<file path="config.mk">
export PLATFORM = sky130hd
export DESIGN_NAME = ram_word_ctrl
export DESIGN_NICKNAME = d
export VERILOG_FILES = /design/src/rtl/ram_word_ctrl.sv
export SDC_FILE = /design/constraint.sdc
export NUM_CORES = 1
export LEC_CHECK = 0
export ABC_AREA = 0
export CAP_MARGIN = 5
export CORE_UTILIZATION = 40
export CTS_CLUSTER_DIAMETER = 200
export CTS_CLUSTER_SIZE = 40
export DETAILED_ROUTE_END_ITERATION = 8
export GPL_TIMING_DRIVEN = 0
export PLACE_DENSITY = 0.86
export SETUP_SLACK_MARGIN = 0.05
export SKIP_CTS_REPAIR_TIMING = 1
export SYNTH_ARGS = -nofsm -noshare
export SYNTH_HDL_FRONTEND = slang
export SYNTH_SLANG_ARGS = --single-unit
</file>
<file path="constraint.sdc">
create_clock -name clk -period 2.1 [get_ports clk]
set_input_delay 0.63 -clock clk [delete_from_list [all_inputs] [get_ports clk]]
set_output_delay 0.63 -clock clk [all_outputs]
set_load 0.05 [all_outputs]
</file>
<file path="src/rtl/ram_word_ctrl.sv">
// Round-robin two-requester word-access controller in front of a byte-wide
// dual-port RAM; each word access runs as four byte accesses, lane 0 first.
module ram_word_ctrl #(
  parameter int unsigned ADDR_W = 10
) (
  input  logic              clk,
  input  logic              rst_n,
  input  logic              m0_req,
  output logic              m0_gnt,
  input  logic              m0_we,
  input  logic [ADDR_W-3:0] m0_addr,
  input  logic [3:0]        m0_be,
  input  logic [31:0]       m0_wdata,
  output logic              m0_done,
  output logic [31:0]       m0_rdata,
  input  logic              m1_req,
  output logic              m1_gnt,
  input  logic              m1_we,
  input  logic [ADDR_W-3:0] m1_addr,
  input  logic [3:0]        m1_be,
  input  logic [31:0]       m1_wdata,
  output logic              m1_done,
  output logic [31:0]       m1_rdata,
  output logic              ram_we,
  output logic [ADDR_W-1:0] ram_waddr,
  output logic [ADDR_W-1:0] ram_raddr,
  output logic [7:0]        ram_wdata,
  input  logic [7:0]        ram_rdata
);

  localparam int unsigned WA_W = ADDR_W - 2;

  typedef enum logic [1:0] {
    S_IDLE   = 2'd0,
    S_ACCESS = 2'd1,
    S_DRAIN  = 2'd2,
    S_DONE   = 2'd3
  } state_e;

  state_e            state_q, state_d;
  logic [1:0]        cnt_q, cnt_d;
  logic [WA_W-1:0]   addr_q, addr_d;
  logic              we_q, we_d;
  logic [3:0]        be_q, be_d;
  logic [31:0]       wdata_q, wdata_d;
  logic [31:0]       rdata_q, rdata_d;
  logic              owner_q, owner_d;
  logic              last_q, last_d;

  logic              accept_c;
  logic              win1_c;
  logic [1:0]        lane_c;

  // Port 1 wins alone, or on a tie when port 0 was not granted last.
  assign win1_c   = m1_req && (!m0_req || !last_q);
  assign accept_c = rst_n && (state_q == S_IDLE) && (m0_req || m1_req);
  // Read byte arriving now belongs to the lane addressed one cycle earlier.
  assign lane_c   = cnt_q - 2'd1;

  // State register
  always_ff @(posedge clk) begin
    if (!rst_n) state_q <= S_IDLE;
    else        state_q <= state_d;
  end

  // Next-state logic
  always_comb begin
    state_d = state_q;
    case (state_q)
      S_IDLE:   if (accept_c) state_d = S_ACCESS;
      S_ACCESS: if (cnt_q == 2'd3) state_d = S_DRAIN;
      S_DRAIN:  state_d = S_DONE;
      S_DONE:   state_d = S_IDLE;
      default:  state_d = S_IDLE;
    endcase
  end

  // Outputs; strobes are forced low while reset is asserted
  always_comb begin
    m0_gnt    = 1'b0;
    m1_gnt    = 1'b0;
    m0_done   = 1'b0;
    m1_done   = 1'b0;
    ram_we    = 1'b0;
    ram_waddr = {addr_q, cnt_q};
    ram_raddr = {addr_q, cnt_q};
    ram_wdata = wdata_q[{cnt_q, 3'b000} +: 8];
    m0_rdata  = rdata_q;
    m1_rdata  = rdata_q;
    if (rst_n) begin
      case (state_q)
        S_IDLE: begin
          m0_gnt = accept_c && !win1_c;
          m1_gnt = accept_c && win1_c;
        end
        S_ACCESS: ram_we = we_q && be_q[cnt_q];
        S_DONE: begin
          m0_done = !owner_q;
          m1_done = owner_q;
        end
        default: ;
      endcase
    end
  end

  // Datapath next values: command latch, lane counter, read assembly
  always_comb begin
    cnt_d   = cnt_q;
    addr_d  = addr_q;
    we_d    = we_q;
    be_d    = be_q;
    wdata_d = wdata_q;
    rdata_d = rdata_q;
    owner_d = owner_q;
    last_d  = last_q;
    if (accept_c) begin
      owner_d = win1_c;
      last_d  = win1_c;
      cnt_d   = 2'd0;
      we_d    = win1_c ? m1_we    : m0_we;
      addr_d  = win1_c ? m1_addr  : m0_addr;
      be_d    = win1_c ? m1_be    : m0_be;
      wdata_d = win1_c ? m1_wdata : m0_wdata;
    end
    if (state_q == S_ACCESS) cnt_d = cnt_q + 2'd1;
    if (!we_q && (((state_q == S_ACCESS) && (cnt_q != 2'd0)) || (state_q == S_DRAIN)))
      rdata_d[{lane_c, 3'b000} +: 8] = ram_rdata;
  end

  always_ff @(posedge clk) begin
    if (!rst_n) begin
      cnt_q   <= '0;
      addr_q  <= '0;
      we_q    <= 1'b0;
      be_q    <= '0;
      wdata_q <= '0;
      rdata_q <= '0;
      owner_q <= 1'b0;
      last_q  <= 1'b1;
    end else begin
      cnt_q   <= cnt_d;
      addr_q  <= addr_d;
      we_q    <= we_d;
      be_q    <= be_d;
      wdata_q <= wdata_d;
      rdata_q <= rdata_d;
      owner_q <= owner_d;
      last_q  <= last_d;
    end
  end

endmodule

</file>
==> out/results.txt, run 1 <==
Die height = 104.6 um
Distinct cells, synth = 28
Sequential element share of the synthesized area = 0.3950
TritonCTS clock tree = yes
Synth area leader = dfxtp_1
CTS buffer count = 9
I/O pin total = 199
Fin. max-slew vios = 0
Max cap viols = 0
Ratio of cells with drive above 1 in the final layout = 0.2290
DP Worst Slack = -1.492 ns
Synth cell count leaders = dfxtp_1 (83), and3_1 (48), a221o_1 (45), buf_4 (45), nand2_1 (38)
Top post-synthesis cells by area = dfxtp_1 (40%), a221o_1 (11%), mux2i_1 (8.1%), buf_4 (8.0%), and3_1 (7.1%)
CP Cell Sequence = mux4_2 > and4_1 > buf_6
First-pass GRT wire length = 19620 um
Vias in the first global route = 3940
Status = complete, but fails checks
Critical path's slowest cell = mux4_2
Most numerous cell in the Yosys netlist = dfxtp_1
GRT Total Usage = 0.2282
DP Cell Count = 744
CP max FO = 6
CP peak stage delay = 0.51 ns
Synth warn = 0
DRT Pass-1 Iters = 4
Drt total wl = 13520 um
Syn_area_per_cell = 10.26 um^2
Min Tclk post-route = 2.280 ns
Clk root buf = clkbuf_8
Seq cells post-synth = 83
Syn Inst Count = 410
Power after layout = 6.977 mW
Clock tree buffer depth = 2
Grt ovf = 0
Via Count = 4062
Input/output buffers = 198
Initial core utilization = 0.4093
Synth Cell Area = 0.004207 mm^2
Num Clock Sinks = 83
Crit end category = primary output
Prevailing post-synth register cell = dfxtp_1
Detailed Place HPWL = 9711 um
Fin worst setup slack = -0.1801 ns
Setup Skew = 0.007353 ns
RSZ-0062 raised after global routing = true
Pwr Density = 982.3 mW/mm^2
Async set-reset flop share out of synthesis = 0
Violated checks = negative setup slack
# DRC = 0
Clk pin slew, worst setup/hold paths = 0.08 ns
DRT iter0 DRCs = 142
Net Count, Synth = 524
Final nets = 752
Routed len/inst = 17.38 um
DIE AREA = 0.01093 mm^2
Fmax = 0.4386 GHz
Insertion delay to the later sink of the worst-skew pair = 0.36 ns
Non-Filler Instances = 778
Maximum vdd drop = 0.0004714 V
Worst slew margin = 0.6363
Final hold vios = 0
Worst Tran Pin Value = 0.5447 ns
Worst path arrival time = 1.65 ns
Initial antenna violation count = 0
Area added between synthesis and finish = 68.86%
Placer Congestion = 0.8521
Post-synth EDFFs = 0
Cell leakage power = 4.363 nW
Worst path required time = 1.47 ns
Vias per cell = 5.221
Site Rows = 37
Largest net degree at the start of global routing = 14
H-tree depth = 3
Number of setup violations in the final report = 11
Diodes inserted = 0
Die X-Extent = 104.6 um
Final period utilization = 1.086
Tightest Hold Check Type = register to register
Final-layout fill cell count = 769
Startpoint types = register
Core Box Area = 0.01028 mm^2
Antenna-violating nets left = 0
Crit Path Class = register to primary output
Synth top area share = 0.3950
[placed cells by master (no fill, tap or decap), types with 2 or more instances in the layout]
cell type	count
clkdlybuf4s50_1	98
dlymetal6s2s_1	86
dfxtp_1	79
buf_4	61
and3_1	48
a221o_1	45
nand2_1	37
mux2i_1	34
nand3_1	32
buf_6	18
buf_2	11
ha_1	10
clkbuf_8	10
mux4_2	9
clkbuf_1	6
buf_8	5
a21oi_4	5
nand2b_1	5
buf_12	4
inv_1	4
dfxtp_2	3
inv_2	2
nand3_2	2
o21ai_0	2
a21oi_1	2
nand3b_1	2
a21boi_0	2
ha_4	2
bufinv_16	2
clkinv_2	2
[cell type report]
type | count | area [um^2] | share of cell area
plain buffers | 73 | 559.3 | 0.07874
clock buffers | 10 | 137.6 | 0.01938
clock inverters | 5 | 76.32 | 0.01075
inverters | 6 | 22.52 | 0.003171
multi-input cells | 248 | 2072 | 0.2917
flip-flops and latches | 83 | 1669 | 0.2350
well taps | 136 | 170.2 | 0.02396
repair buffers | 217 | 2396 | 0.3373
[state kept, by name, indices dropped and copies added, names as in the netlist, 2 cells and up]
| name | count |
|---|---|
| addr_q | 8 |
| be_q | 4 |
| cnt_q | 2 |
| m0_rdata | 32 |
| state_q | 2 |
| wdata_q | 32 |
[power breakdown]
part | internal, mW | switching (mW)
sequential | 1.91 | 0.252
clock | 0.692 | 0.570
combinational | 1.58 | 1.97
total | 4.19 | 2.79
[worst max-delay path, delay by kind of cell, from the launching register on]
kind,cells,cell delay (ns)
flip-flops,1,0.42
multiplexers,1,0.51
buffers and inverters,1,0.15
AND/OR/NAND/NOR,1,0.21
[metal layers]
layer	GRT usage	vias up	wire, um
met5	0	-	0
met4	0.1092	0	400
met3	0.05365	33	1026
met2	0.3907	200	6764
met1	0.2674	1902	5327
li1	-	1927	-
[worst paths after layout]
kind / startpoint / to / slack, ns / cells after the start
worst min-delay path: m0_rdata[13] / m0_rdata[13] / 0.48 / 2
worst max register to register: cnt_q[1] / m0_rdata[21] / 0.13 / 7
worst min register to register: m0_rdata[13] / m0_rdata[13] / 0.48 / 2
worst max-delay path: cnt_q[0] / ram_we / -0.18 / 3
[cells by family (layout without fill, tap and decap cells)]
group                      Yosys count  in the layout  share of synthesized area
adders and majority gates           12             12                    0.03569
and+or+nand+nor                    134            134                     0.1731
muxes                               43             43                     0.1291
buffers and inverters               79            311                     0.1288
DFF                                 83             83                     0.3950
AOI/OAI and AO/OA                   59             59                     0.1383
[per-stage QoR]
step	hold WS (ns)	cell area [um^2]	TNS [ns]	util
finish	0.4830	7103	-1.438	0.6911
floorplan	0.4677	4220	0	-
detailed placement	0.4632	6372	-25.92	0.6200
global route	0.5072	7103	-2.058	0.6911
CTS	0.4826	6586	-24.57	0.6409
global placement	0.4624	6372	-21.96	0.6200
No activity file was read; power rests on OpenSTA's default activity.
==> inputs of run 2 (changes only) <==
--- a/config.mk
+++ b/config.mk
@@ -12,7 +12,7 @@
 export CTS_CLUSTER_SIZE = 40
 export DETAILED_ROUTE_END_ITERATION = 8
 export GPL_TIMING_DRIVEN = 0
-export PLACE_DENSITY = 0.86
+export PLACE_DENSITY = 0.79
 export SETUP_SLACK_MARGIN = 0.05
 export SKIP_CTS_REPAIR_TIMING = 1
 export SYNTH_ARGS = -nofsm -noshare
==> run 2 against run 1 <==
The run still ends with negative setup slack left. Count of clock-buffer cells in the layout increased by 3. Worst hold slack got worse by 0.0016 ns. Largest power group unchanged. First-iteration DRC count increased by 15%. Highest routed layer unchanged. Via count down 0.17%. Clock power is 5% lower. Critical path type unchanged. Fmax up 0.19%. Global-route usage increased by 0.30 points. Critical endpoint unchanged. Cell area rose by 0.86%.
==> out/results.txt, run 2 (same netlist as run 1, synthesis figures left out) <==
Status = complete, but fails checks
Worst path required time = 1.47 ns (about the same)
Vias per cell = 5.152 (-1.3%)
Final nets = 760 (+1.1%)
Grt ovf = 0 (unchanged)
Area added between synthesis and finish = 70.32%
R2R setup slack = 0.14 ns (about the same)
Largest delay contributor family on the critical path = multiplexers
Psw = 2.831 mW (+1.5%)
Launch point of the worst reg-to-reg path = cnt_q[1]
Die X-Extent = 104.6 um (unchanged)
Worst r2r path cells = 6 (-1)
CP max FO = 6 (unchanged)
Levels on crit path = 3 (unchanged)
CTS buffer count = 9 (unchanged)
Setup Skew = 0.01187 ns (+0.004514 ns)
Min Tclk post-route = 2.276 ns (-0.004394 ns)
GRT Total Usage = 0.2312 (+0.002984)
# DRC = 0 (unchanged)
Sequential share of power = 0.310 (about the same)
Site Rows = 37 (unchanged)
Detailed Place HPWL = 10120 um (+4.2%)
Input/output buffers = 198 (unchanged)
Non-Filler Instances = 787 (+1.2%)
Initial core utilization = 0.4093 (unchanged)
Antenna-violating nets left = 0 (unchanged)
I/O pin total = 199 (unchanged)
Startpoint types = register
Placer Congestion = 0.8581 (+0.70%)
CP endpoint = ram_we
Worst Tran Pin Value = 0.5614 ns (+0.01672 ns)
Cell leakage power = 4.369 nW (+0.15%)
Core Box Area = 0.01028 mm^2 (unchanged)
Clk pin slew, worst setup/hold paths = 0.08 ns (about the same)
Fin worst setup slack = -0.1757 ns (+0.004394 ns)
Clock power frac = 0.173 (-0.008)
Initial antenna violation count = 0 (unchanged)
P_int = 4.152 mW (-0.85%)
Crit end category = primary output
Die height = 104.6 um (unchanged)
Violated checks = negative setup slack
Routed len/inst = 17.35 um (-0.13%)
Maximum vdd drop = 0.0005005 V (+6.2%)
Critical path's slowest cell = mux4_2
Diodes inserted = 0 (unchanged)
DP Cell Count = 744 (unchanged)
Switching share of power = 0.4055 (+0.005602)
TritonCTS clock tree = yes
Ratio of cells with drive above 1 in the final layout = 0.2350 (+0.006051)
First-pass GRT wire length = 19950 um (+1.7%)
Number of setup violations in the final report = 11 (unchanged)
CP peak stage delay = 0.50 ns (about the same)
Combinational Power Share = 0.517 (+0.008)
Final period utilization = 1.084 (-0.002092)
Most frequent cells in the layout = clkdlybuf4s50_1 (98), dlymetal6s2s_1 (84), dfxtp_1 (79), buf_4 (65), and3_1 (48)
Fmax = 0.4394 GHz (+0.19%)
WHS Path Cells = 2 (unchanged)
DIE AREA = 0.01093 mm^2 (unchanged)
Worst hold slack = 0.4813 ns (-0.001645 ns)
Clock tree buffer depth = 2 (unchanged)
Reg2reg end = m0_rdata[13]
Drt total wl = 13660 um (+1.0%)
DRT Pass-1 Iters = 4 (unchanged)
Max cap viols = 0 (unchanged)
Worst path arrival time = 1.65 ns (about the same)
H-tree depth = 3 (unchanged)
Final hold vios = 0 (unchanged)
Commonest non-fill, non-tap cell in the layout = clkdlybuf4s50_1
Worst slew margin = 0.6251 (-0.01117)
Via Count = 4055 (-0.17%)
RSZ-0062 raised after global routing = true
Clk root buf = clkbuf_8
DRT iter0 DRCs = 164 (+15%)
Fin. max-slew vios = 0 (unchanged)
Critical path origin = cnt_q[0]
Largest net degree at the start of global routing = 14 (unchanged)
Crit Path Class = register to primary output
CP Buf/Inv Count = 1 (unchanged)
CP Cell Sequence = mux4_2 > and4_1 > buf_6
Num Clock Sinks = 83 (unchanged)
Insertion delay to the later sink of the worst-skew pair = 0.36 ns (about the same)
Vias in the first global route = 3934 (-0.15%)
Pwr Density = 974.7 mW/mm^2 (-0.78%)
Tightest Hold Check Type = register to register
-- run 2: changes by cell type in the layout (fill, tap and decap cells not counted), sizes merged --
cell | previous run | this run
bufinv | 2 | 1
clkbuf | 17 | 26
inv | 7 | 6
clkinvlp | 0 | 2
a21oi | 8 | 9
clkinv | 2 | 0
buf | 99 | 102
dlymetal6s2s | 86 | 84
-- run 2: layout make-up --
type | instances | area (um^2)
buffer | 72 | 553.0
clock buffer | 13 | 160.2
clock inverter | 3 | 45.04
fill | 766 | 3113
inverter | 6 | 22.52
multi-input combinational | 249 | 2071
sequential | 83 | 1669
tap | 136 | 170.2
timing repair buffer | 225 | 2474
-- run 2: power groups by stage --
| stage | sequential (mW) | clock (mW) | combinational (mW) |
|---|---|---|---|
| after floorplan | 2.40 | 0 | 1.97 |
| after global placement | 2.18 | 0 | 3.18 |
| after detailed placement | 2.20 | 0 | 3.24 |
| after CTS | 2.16 | 1.21 | 3.26 |
| after global routing | 2.20 | 1.28 | 3.81 |
| final | 2.17 | 1.20 | 3.61 |
-- run 2: through the flow --
| step | TNS (ns) | power (mW) | area (um^2) | setup slack [ns] | util |
|---|---|---|---|---|---|
| global route | -1.848 | 7.297 | 7164 | -0.2174 | 0.6971 |
| detailed placement | -19.03 | 5.440 | 6372 | -1.427 | 0.6200 |
| finish | -1.392 | 6.983 | 7164 | -0.1757 | 0.6971 |
| CTS | -23.52 | 6.631 | 6578 | -1.430 | 0.6400 |
| global placement | -13.48 | 5.360 | 6372 | -1.332 | 0.6200 |
| floorplan | 0 | 4.365 | 4220 | 0.05377 | - |
-- run 2: layer usage --
metal | up-vias | track usage | part of all wire
met4 | 0 | 0.1041 | 0.025
met3 | 22 | 0.05614 | 0.074
met5 | - | 0 | 0
met1 | 1897 | 0.2571 | 0.38
met2 | 189 | 0.4144 | 0.52
li1 | 1947 | - | -
-- run 2: worst min path at each step --
stage / startpoint / end / slack [ns]
after global placement: m0_rdata[22] / m0_rdata[22] / 0.46
after global routing: m0_rdata[26] / m0_rdata[26] / 0.49
after CTS: m0_rdata[26] / m0_rdata[26] / 0.48
after detailed placement: m0_rdata[4] / m0_rdata[4] / 0.47
after floorplan: state_q[1] / state_q[1] / 0.47
final: m0_rdata[1] / m0_rdata[1] / 0.48
-- run 2: tightest hold or removal path, cell delays in order (launching register included) --
cell	delay, ns
dfxtp_1	0.33
nand2_1	0.05
mux2i_1	0.05
